==> src/rtl/result_frame_pkg.sv <==
// result_frame_pkg
//   Shared types and constants for the result frame transmitter.
//   Optional feature macro: RESULT_FRAME_CHECKSUM_EN
//     defined   -> frame ends with a CSUM byte (20 bytes per frame)
//     undefined -> no CSUM byte (19 bytes per frame)
//   Contents: FSM state enum, default sync header bytes, payload/frame sizes,
//   byte-select / checksum / saturating-increment helper functions.
package result_frame_pkg;

  localparam logic [7:0]  HEADER0_DEFAULT = 8'hA5;
  localparam logic [7:0]  HEADER1_DEFAULT = 8'h5A;
  localparam int unsigned PAYLOAD_BYTES   = 16;
  localparam int unsigned SLOT_BITS       = 128;
  localparam logic [3:0]  LAST_PAYLOAD_IDX = 4'(PAYLOAD_BYTES - 1);

`ifdef RESULT_FRAME_CHECKSUM_EN
  localparam int unsigned FRAME_BYTES = 20;

  typedef enum logic [2:0] {
    ST_IDLE    = 3'd0,
    ST_HDR0    = 3'd1,
    ST_HDR1    = 3'd2,
    ST_SEQ     = 3'd3,
    ST_PAYLOAD = 3'd4,
    ST_CSUM    = 3'd5
  } state_e;
`else
  localparam int unsigned FRAME_BYTES = 19;

  typedef enum logic [2:0] {
    ST_IDLE    = 3'd0,
    ST_HDR0    = 3'd1,
    ST_HDR1    = 3'd2,
    ST_SEQ     = 3'd3,
    ST_PAYLOAD = 3'd4
  } state_e;
`endif

  // Byte idx (0 = most significant) of a 128-bit slot; payload is big-endian.
  function automatic logic [7:0] payload_byte(input logic [127:0] slot,
                                              input logic [3:0]   idx);
    logic [127:0] shifted;
    shifted = slot << {idx, 3'b000};
    return shifted[127:120];
  endfunction

  // Running modulo-256 checksum step.
  function automatic logic [7:0] csum_add(input logic [7:0] acc,
                                          input logic [7:0] data);
    return acc + data;
  endfunction

  // 8-bit counter increment that sticks at 255.
  function automatic logic [7:0] sat_inc(input logic [7:0] cnt);
    return (cnt == 8'hFF) ? 8'hFF : (cnt + 8'd1);
  endfunction

endpackage

==> src/rtl/result_frame_tx_result_slot_buffer.sv <==
// result_slot_buffer
//   Two-entry store for FFT result sets: an active slot (the set currently
//   being framed) and one pending slot (the next set to frame).
//   Ports:
//     clk, rstn          clock, asynchronous active-low reset
//     capture_i          a qualified result set is presented this cycle
//     release_i          the last byte of the active frame is accepted this cycle
//     capture_data_i     {Amp0, Amp1, Amp2, Coff}
//     active_data_o      contents of the active slot
//     pending_valid_o    pending slot holds a set
//     drop_count_o       saturating count of discarded result sets
//   The active slot is occupied exactly while the top-level FSM is outside
//   IDLE; the FSM makes the same decision from capture/release/pending.
module result_slot_buffer
  import result_frame_pkg::*;
(
  input  logic                 clk,
  input  logic                 rstn,
  input  logic                 capture_i,
  input  logic                 release_i,
  input  logic [SLOT_BITS-1:0] capture_data_i,
  output logic [SLOT_BITS-1:0] active_data_o,
  output logic                 pending_valid_o,
  output logic [7:0]           drop_count_o
);

  logic                 active_valid_q, active_valid_d;
  logic                 pending_valid_q, pending_valid_d;
  logic [SLOT_BITS-1:0] active_q, active_d;
  logic [SLOT_BITS-1:0] pending_q, pending_d;
  logic [7:0]           drop_q, drop_d;

  // Slot routing: load, promote and drop decisions for one cycle.
  always_comb begin
    active_valid_d  = active_valid_q;
    pending_valid_d = pending_valid_q;
    active_d        = active_q;
    pending_d       = pending_q;
    drop_d          = drop_q;
    case ({capture_i, release_i})
      2'b10: begin
        if (!active_valid_q) begin
          active_d       = capture_data_i;
          active_valid_d = 1'b1;
        end else if (!pending_valid_q) begin
          pending_d       = capture_data_i;
          pending_valid_d = 1'b1;
        end else begin
          // Both slots busy and nothing frees up: discard the new set.
          drop_d = sat_inc(drop_q);
        end
      end
      2'b01: begin
        if (pending_valid_q) begin
          active_d        = pending_q;
          pending_d       = {SLOT_BITS{1'b0}};
          pending_valid_d = 1'b0;
        end else begin
          active_valid_d = 1'b0;
        end
      end
      2'b11: begin
        // A slot frees this cycle, so the new set always fits.
        if (pending_valid_q) begin
          active_d  = pending_q;
          pending_d = capture_data_i;
        end else begin
          active_d = capture_data_i;
        end
      end
      default: begin
        active_valid_d = active_valid_q;
      end
    endcase
  end

  // Slot and drop-counter registers.
  always_ff @(posedge clk or negedge rstn) begin
    if (!rstn) begin
      active_valid_q  <= 1'b0;
      pending_valid_q <= 1'b0;
      active_q        <= {SLOT_BITS{1'b0}};
      pending_q       <= {SLOT_BITS{1'b0}};
      drop_q          <= 8'h00;
    end else begin
      active_valid_q  <= active_valid_d;
      pending_valid_q <= pending_valid_d;
      active_q        <= active_d;
      pending_q       <= pending_d;
      drop_q          <= drop_d;
    end
  end

  assign active_data_o   = active_q;
  assign pending_valid_o = pending_valid_q;
  assign drop_count_o    = drop_q;

endmodule

==> src/rtl/result_frame_tx.sv <==
// result_frame_tx
//   Reads FFT result sets on the rising edge of dataOut (qualified by
//   dataValid) and streams each as a fixed byte frame:
//     HEADER0 HEADER1 SEQ Amp0[31:24]..Coff[7:0] [CSUM]
//   over a valid/ready byte interface.
//   Optional feature macro: RESULT_FRAME_CHECKSUM_EN (adds CSUM byte =
//   sum mod 256 of SEQ and the 16 payload bytes).
//   Ports:
//     clk, rstn                 clock, asynchronous active-low reset
//     dataOut, dataValid        FFT result strobe and qualifier
//     Amp0, Amp1, Amp2, Coff    float32 result words
//     txReady                   sink accepts txData this cycle
//     txValid, txData           registered byte stream
//     busy                      frame in progress or a set is pending
//     dropCount                 saturating count of discarded sets
module result_frame_tx
  import result_frame_pkg::*;
#(
  parameter logic [7:0] HEADER0 = HEADER0_DEFAULT,
  parameter logic [7:0] HEADER1 = HEADER1_DEFAULT
) (
  input  logic        clk,
  input  logic        rstn,
  input  logic        dataOut,
  input  logic        dataValid,
  input  logic [31:0] Amp0,
  input  logic [31:0] Amp1,
  input  logic [31:0] Amp2,
  input  logic [31:0] Coff,
  input  logic        txReady,
  output logic        txValid,
  output logic [7:0]  txData,
  output logic        busy,
  output logic [7:0]  dropCount
);

  state_e               state_q;
  logic                 data_out_q;
  logic [3:0]           idx_q;
  logic [7:0]           seq_q;
  logic                 tx_valid_q;
  logic [7:0]           tx_data_q;
`ifdef RESULT_FRAME_CHECKSUM_EN
  logic [7:0]           csum_q;
`endif

  logic                 capture_s;
  logic                 accept_s;
  logic                 last_s;
  logic                 release_s;
  logic                 restart_s;
  logic                 pending_valid_s;
  logic [SLOT_BITS-1:0] active_data_s;

  assign capture_s = dataOut & ~data_out_q & dataValid;
  assign accept_s  = tx_valid_q & txReady;
`ifdef RESULT_FRAME_CHECKSUM_EN
  assign last_s    = (state_q == ST_CSUM);
`else
  assign last_s    = (state_q == ST_PAYLOAD) && (idx_q == LAST_PAYLOAD_IDX);
`endif
  assign release_s = accept_s & last_s;
  // After the last byte another frame follows if a set is waiting or arriving.
  assign restart_s = pending_valid_s | capture_s;

  result_slot_buffer u_slots (
    .clk             (clk),
    .rstn            (rstn),
    .capture_i       (capture_s),
    .release_i       (release_s),
    .capture_data_i  ({Amp0, Amp1, Amp2, Coff}),
    .active_data_o   (active_data_s),
    .pending_valid_o (pending_valid_s),
    .drop_count_o    (dropCount)
  );

  // Strobe history for rising-edge detection.
  always_ff @(posedge clk or negedge rstn) begin
    if (!rstn) begin
      data_out_q <= 1'b0;
    end else begin
      data_out_q <= dataOut;
    end
  end

  // Frame FSM with registered txValid/txData; each transition loads the byte
  // the new state presents, so txData holds steady while the sink stalls.
  always_ff @(posedge clk or negedge rstn) begin
    if (!rstn) begin
      state_q    <= ST_IDLE;
      idx_q      <= 4'd0;
      seq_q      <= 8'h00;
      tx_valid_q <= 1'b0;
      tx_data_q  <= 8'h00;
`ifdef RESULT_FRAME_CHECKSUM_EN
      csum_q     <= 8'h00;
`endif
    end else begin
      case (state_q)
        ST_IDLE: begin
          if (capture_s) begin
            state_q    <= ST_HDR0;
            tx_valid_q <= 1'b1;
            tx_data_q  <= HEADER0;
          end
        end
        ST_HDR0: begin
          if (accept_s) begin
            state_q   <= ST_HDR1;
            tx_data_q <= HEADER1;
          end
        end
        ST_HDR1: begin
          if (accept_s) begin
            state_q   <= ST_SEQ;
            tx_data_q <= seq_q;
          end
        end
        ST_SEQ: begin
          if (accept_s) begin
            state_q   <= ST_PAYLOAD;
            idx_q     <= 4'd0;
            tx_data_q <= payload_byte(active_data_s, 4'd0);
            seq_q     <= seq_q + 8'd1;
`ifdef RESULT_FRAME_CHECKSUM_EN
            csum_q    <= tx_data_q;
`endif
          end
        end
        ST_PAYLOAD: begin
          if (accept_s) begin
            if (idx_q == LAST_PAYLOAD_IDX) begin
`ifdef RESULT_FRAME_CHECKSUM_EN
              state_q   <= ST_CSUM;
              tx_data_q <= csum_add(csum_q, tx_data_q);
`else
              if (restart_s) begin
                state_q   <= ST_HDR0;
                tx_data_q <= HEADER0;
              end else begin
                state_q    <= ST_IDLE;
                tx_valid_q <= 1'b0;
                tx_data_q  <= 8'h00;
              end
`endif
            end else begin
              idx_q     <= idx_q + 4'd1;
              tx_data_q <= payload_byte(active_data_s, idx_q + 4'd1);
`ifdef RESULT_FRAME_CHECKSUM_EN
              csum_q    <= csum_add(csum_q, tx_data_q);
`endif
            end
          end
        end
`ifdef RESULT_FRAME_CHECKSUM_EN
        ST_CSUM: begin
          if (accept_s) begin
            if (restart_s) begin
              state_q   <= ST_HDR0;
              tx_data_q <= HEADER0;
            end else begin
              state_q    <= ST_IDLE;
              tx_valid_q <= 1'b0;
              tx_data_q  <= 8'h00;
            end
          end
        end
`endif
        default: begin
          state_q    <= ST_IDLE;
          tx_valid_q <= 1'b0;
          tx_data_q  <= 8'h00;
        end
      endcase
    end
  end

  assign txValid = tx_valid_q;
  assign txData  = tx_data_q;
  assign busy    = (state_q != ST_IDLE) | pending_valid_s;

endmodule

==> config.mk <==
export PLATFORM = sky130hd
export DESIGN_NAME = result_frame_tx
export DESIGN_NICKNAME = d
export VERILOG_FILES = /design/src/rtl/result_frame_pkg.sv /design/src/rtl/result_frame_tx_result_slot_buffer.sv /design/src/rtl/result_frame_tx.sv
export SDC_FILE = /design/constraint.sdc
export NUM_CORES = 1
export LEC_CHECK = 0
export ABC_CLOCK_PERIOD_IN_PS = 2300
export CAP_MARGIN = 20
export CELL_PAD_IN_SITES_DETAIL_PLACEMENT = 1
export CELL_PAD_IN_SITES_GLOBAL_PLACEMENT = 2
export CORE_ASPECT_RATIO = 1.2
export CORE_MARGIN = 3
export CORE_UTILIZATION = 30
export CTS_BUF_LIST = sky130_fd_sc_hd__clkbuf_8
export CTS_CLUSTER_DIAMETER = 120
export DETAILED_ROUTE_END_ITERATION = 6
export PLACE_DENSITY = 0.68
export SKIP_CTS_REPAIR_TIMING = 1
export SLEW_MARGIN = 25
export SYNTH_ARGS = -nofsm -noshare
export SYNTH_HDL_FRONTEND = slang
export SYNTH_SLANG_ARGS = --single-unit
export TNS_END_PERCENT = 30
==> constraint.sdc <==
create_clock -name clk -period 2.3 [get_ports clk]
set_input_delay 0.46 -clock clk [delete_from_list [all_inputs] [get_ports clk]]
set_output_delay 0.46 -clock clk [all_outputs]
set_load 0.01 [all_outputs]
==> flow_summary.yaml, run 1 <==
grt:
  grt_pass1_wl_mm: 84.5
  grt.total_usage_pct: 19.9
  grt_max_degree: 150
  overflow: 0
  grt_pass1_vias: 13600
  antenna_found_initial: 1
logic_synthesis:
  ys_dominant_reg_cell: "dfrtp_1"
  synthArstFlopShare_pct: 100
  syn-num-nets: 1641
  synth_edf_count: 0
  syn_inst: 1505
  synth-warning-count: 0
  synth-seq-cells: 291
  syn_avg_cell_area_sq_um: 10.2
  syn_area_sq_um: 15400
  ys_seq_area_share_pct: 47.4
  yosys.cell_types.count: 55
layout:
  final_cells: 2364
  area_delta_synth_final_pct: 27.0
  layout-drive-gt1-share_pct: 17.7
  fin_nets: 1814
  fillers: 5599
timing:
  clock.fmax_mhz: 445
  worstMarginPinSlew_ps: 891
  finalCritPeriodShare_pct: 97.6
  rsz0062_at_grt: "no"
  hold_viol: 0
  layout_min_cycle_time_ps: 2240
  fin_hold_ws_ps: 379
  fin_skew_ps: 23.6
  setup_violations: 0
  slew_violations: 0
  slew_headroom_pct: 40.6
routing:
  wl_per_cell_microns: 23.6
  initialDrtViolationCount: 830
  first_pass_iters: 5
  drc: 0
  vias: 13100
  wl_mm: 55.7
  avgViaCountPerCell: 5.55
  ant_nets: 0
die:
  fp.dieArea_sq_um: 53900
  std_cell_rows: 90
  die_x_microns: 213
  design.core.area_sq_um: 50400
  die_y_microns: 254
  start_util_pct: 30.4
  ios: 151
setup_path:
  worstSetupEndpointType: "flip-flop"
  cp.required_ps: 2790
  cp.arrival_ps: 2730
  worst-setup-path-type: "reg -> reg"
  cp_max_fo: 11
  start_kind: "flip-flop"
cts:
  cts_sinks: 291
  h-tree-depth: 2
  ctsRootBufferMaster: "clkbuf_8"
  cts_tree: "built"
  cts_buffers: 53
  clk_pin_slew_ps: 60
  insertion_delay_ps: 600
  clockBufferDepth: 3
power_and_ir_drop:
  power.total_mw: 20.3
  p_per_area_nw_per_um2: 1040
  leakage_nw: 7.70
  vdd_drop_max_v: 0.000373
placed_design:
  place_inst: 2254
  dp_hpwl_mm: 36.3
  port_buffers: 150
  gp_congestion: 0.840
hold_path:
  hold_class: "in -> async"
job:
  max_cap_violations: 0
run_status:
  outcome: "finished, final reports clean"
-- state kept, by name, indices dropped and copies added, names as in the netlist, 3 cells and up --
register / count
txData: 8
u_slots.drop_count_o: 8
seq_q: 8
state_q: 3
idx_q: 4
u_slots.active_data_o: 128
u_slots.pending_q: 128
-- worst max-delay path, cell delays in order (launching register included) --
cell and delay (ps):
dfrtp_1 420, ha_4 310, buf_12 150, mux4_2 510, mux2i_1 210, buf_4 160
o22ai_1 100, a221o_1 270
-- routing by layer --
| metal | share of wire, % | global-route usage (%) | routed length [microns] |
|---|---|---|---|
| met1 | 46 | 28.2 | 25800 |
| met3 | 4.0 | 3.10 | 2220 |
| met4 | 1.6 | 4.28 | 866 |
| met2 | 48 | 32.3 | 26900 |
| met5 | 0 | 0 | 0 |
-- area by class of cell --
| class | instances | area [sq um] | share of cell area (%) |
|---|---|---|---|
| multi-input combinational | 1066 | 7400 | 37.9 |
| sequential | 291 | 7290 | 37.4 |
| timing repair buffer | 264 | 2920 | 15.0 |
| clock buffer | 71 | 977 | 5.01 |
| tap | 644 | 806 | 4.13 |
| clock inverter | 25 | 97.6 | 0.500 |
| inverter | 2 | 11.3 | 0.0577 |
| antenna | 1 | 2.50 | 0.0128 |
-- power breakdown --
part,total (mW),switching (mW),internal (mW),leakage (nW)
logic,6.52,2.93,3.59,3.73
registers,8.74,1.64,7.10,3.33
clock network,4.99,2.27,2.73,0.638
total,20.3,6.84,13.4,7.70
-- cell families after synthesis --
family,count (synthesis),synth area share (%)
flops,291,47.4
xor+xnor,11,0.627
mux,112,9.94
simple gates,363,10.5
fa+ha+maj,3,0.244
compound gates,577,26.4
buf+inv,148,4.87
-- cell usage in the layout, fill, tap and decap left out, drive strengths merged, types with 7 or more instances in the layout --
cell           instances
dfrtp                291
a22oi                256
nand2                242
clkdlybuf4s50        148
a21oi                142
buf                  111
o21ai                 82
mux2i                 76
clkbuf                74
nand2b                62
o221a                 61
mux4                  32
inv                   25
nor2                  22
nand3                 14
nor3                   7
-- synthesized netlist by cell type, types with 3 or more instances --
cell type | count | area [sq um]
a21oi_1 | 141 | 706
a221o_1 | 3 | 30.0
a22oi_1 | 256 | 1920
a2bb2oi_1 | 6 | 52.6
a31oi_1 | 4 | 25.0
buf_1 | 7 | 26.3
buf_2 | 31 | 155
buf_4 | 13 | 97.6
buf_6 | 14 | 158
clkbuf_1 | 81 | 304
dfrtp_1 | 291 | 7280
ha_1 | 3 | 37.5
mux2_2 | 4 | 45.0
mux2i_1 | 76 | 761
mux4_2 | 32 | 721
nand2_1 | 242 | 908
nand2b_1 | 62 | 388
nand3_1 | 14 | 70.1
nand4_1 | 4 | 25.0
nor2_1 | 21 | 78.8
nor3_1 | 7 | 35.0
nor4_1 | 3 | 18.8
o211ai_1 | 3 | 22.5
o21ai_0 | 15 | 75.1
o21ai_1 | 64 | 320
o21ai_2 | 3 | 26.3
o221a_2 | 61 | 687
o22ai_1 | 6 | 37.5
xnor2_1 | 6 | 52.6
xor2_1 | 5 | 43.8
-- stage by stage --
stage	util [%]	TNS [ps]	worst slack, ps	cell area [sq um]
4_1_cts	38.2	-11340	-408	19300
3_3_place_gp	36.1	-16490	-185	18200
6_report	38.7	0	55.3	19500
3_5_place_dp	36.1	-23750	-203	18200
5_1_grt	38.7	0	4.71	19500
2_1_floorplan	-	0	17.8	15400
-- worst paths after layout --
path / start / end / slack (ps) / cells after the start
worst max-delay path: idx_q[1]$_DFFE_PN0P_ / txData[7]$_DFFE_PN0P_ / 60 / 7
worst min-delay path: rstn / u_slots.pending_q[10]$_DFFE_PN0P_ / 380 / 2
worst max register to register: idx_q[1]$_DFFE_PN0P_ / txData[7]$_DFFE_PN0P_ / 60 / 7
worst min register to register: u_slots.active_data_o[77]$_DFFE_PN0P_ / u_slots.active_data_o[77]$_DFFE_PN0P_ / 480 / 2
max in group asynchronous: rstn / u_slots.pending_q[58]$_DFFE_PN0P_ / 1170 / 3
min in group clk: u_slots.active_data_o[77]$_DFFE_PN0P_ / u_slots.active_data_o[77]$_DFFE_PN0P_ / 480 / 2
Power figures use the tool's default switching activity.
==> inputs of run 2 (changes only) <==
Settings changed: CORE_MARGIN 3 to default, CORE_UTILIZATION 30 to 35, PLACE_DENSITY 0.68 to 0.78.
==> run 2 against run 1 <==
The flow now finishes with violations (design-rule violations); clock skew is 5.1 ps lower; sequential share of layout area is 1.1 points higher; maximum frequency fell by 1.4%; final cell count fell by 5.5%; hold slack improved by 23 ps; global-route usage is 3.2 points higher; wire length fell by 6.6%; critical path type unchanged; highest routed layer unchanged.
==> flow_summary.yaml, run 2 (synthesis gave the netlist of run 1 again) <==
layout:
  mostFrequentLayoutCells: "dfrtp_1, a22oi_1, nand2_1"
  seq_area_sq_um: 7290
  final_common_cell: "dfrtp_1"
  fillers: 4748
  layout-drive-gt1-share_pct: 16.1
  area_delta_synth_final_pct: 23.3
  utilization_pct: 44.0
  fin_nets: 1790
  multiInputGateArea_sq_um: 7400
cts:
  h-tree-depth: 2
  clockBufferDepth: 3
  cts_sinks: 291
  insertion_delay_ps: 600
  cts_buffers: 50
  clk_pin_slew_ps: 60
  cts_tree: "built"
  ctsRootBufferMaster: "clkbuf_8"
routing:
  avgViaCountPerCell: 5.89
  initialDrtViolationCount: 1029
  drc: 12
  wl_mm: 52.0
  wl_per_cell_microns: 23.3
  ant_nets: 0
  first_pass_iters: 7
  vias: 13200
setup_path:
  cp.required_ps: 2790
  worst-setup-path-type: "reg -> reg"
  cp_max_fo: 12
  cp_slowest_cell: "mux4_2"
  start_kind: "flip-flop"
  worstSetupEndpointType: "flip-flop"
  cp.arrival_ps: 2760
  max_stage_delay_ps: 510
  crit_chain: "ha_2 -> buf_12 -> mux4_2 -> mux2i_1 -> o22ai_1 -> a221o_1"
timing:
  finalCritPeriodShare_pct: 99.0
  clock.fmax_mhz: 439
  rsz0062_at_grt: "yes"
  slew_headroom_pct: 46.1
  fin_skew_ps: 18.5
  setup_violations: 0
  worstMarginPinSlew_ps: 808
  slew_violations: 0
  layout_min_cycle_time_ps: 2280
  hold_viol: 0
power_and_ir_drop:
  p_switching_mw: 6.67
  leakage_nw: 7.44
  power.total_mw: 19.6
  power_frac_seq_pct: 44.7
  p_comb_share_pct: 32.7
  p_per_area_nw_per_um2: 1040
  vdd_drop_max_v: 0.000427
  clockPowerShare_pct: 22.7
  p_int_mw: 12.9
  switching_share_pct: 34.0
grt:
  grt_pass1_vias: 14000
  grt_pass1_wl_mm: 81.2
  antenna_found_initial: 1
  overflow: 0
  grt.total_usage_pct: 23.1
  grt_max_degree: 101
hold_path:
  hold_class: "in -> async"
die:
  start_util_pct: 35.7
  std_cell_rows: 83
  die_x_microns: 193
  ios: 151
  fp.dieArea_sq_um: 44700
  die_y_microns: 231
  design.core.area_sq_um: 43000
placed_design:
  dp_hpwl_mm: 34.5
  port_buffers: 150
  gp_congestion: 0.836
run_status:
  failed_checks: "design-rule violations"
  outcome: "finished with violations"
job:
  max_cap_violations: 0
[run 2: cell count changes in the layout (fill, tap and decap cells not counted), sizes merged]
cell	before	now
inv	25	21
clkbuf	74	58
clkinvlp	2	1
bufinv	0	1
buf	111	92
clkinv	0	1
[run 2: per-stage QoR]
step                      setup TNS [ps]  std cells  hold slack (ps)  worst slack, ps  area (sq um)
after global routing               -5.88       2234              418            -5.88         18900
after detailed placement          -35180       2150              428             -212         17900
final                                  0       2234              401             23.0         18900
after global placement            -21960       2150              429             -206         17900
after CTS                          -4950       2229             -219             -339         18800
after floorplan                        0       1505              164             17.8         15400
[run 2: area by class of cell]
type,instances,area share [%]
diodes,1,0.0132
clock buffers,57,4.14
well taps,552,3.65
multi-input cells,1066,39.1
flip-flops and latches,291,38.5
inverters,2,0.0595
clock inverters,22,0.582
repair buffers,243,13.9
[run 2: worst max-delay path: cells and delay by family (launching register included)]
family | cells | cell delay (ps)
buf+inv | 1 | 160
mux | 2 | 750
flops | 1 | 420
fa+ha+maj | 1 | 360
compound gates | 2 | 470
[run 2: worst paths after layout]
| check | slack (ps) | to | startpoint | depth (start not counted) |
|---|---|---|---|---|
| max in group asynchronous | 1160 | u_slots.active_data_o[76]$_DFFE_PN0P_ | rstn | 3 |
| max reg2reg | 20 | txData[2]$_DFFE_PN0P_ | idx_q[0]$_DFFE_PN0P_ | 6 |
| min in group clk | 450 | data_out_q$_DFF_PN0_ | dataOut | 1 |
| max | 20 | txData[2]$_DFFE_PN0P_ | idx_q[0]$_DFFE_PN0P_ | 6 |
| min reg2reg | 490 | u_slots.active_data_o[87]$_DFFE_PN0P_ | u_slots.active_data_o[87]$_DFFE_PN0P_ | 2 |
| min | 400 | u_slots.active_data_o[6]$_DFFE_PN0P_ | rstn | 2 |
[run 2: power groups by stage]
stage	Sequential (mW)	Clock (mW)	Combinational [mW]
final	8.76	4.45	6.40
after global routing	9.02	4.75	7.05
after CTS	8.71	4.58	6.42
after detailed placement	8.77	0	6.39
after global placement	8.67	0	6.12
after floorplan	8.16	0	4.34
[run 2: routing by layer]
layer	GRT usage, %	part of all wire (%)
met1	31.3	45
met4	7.40	2.5
met2	38.2	48
met5	0	0
met3	3.25	4.4
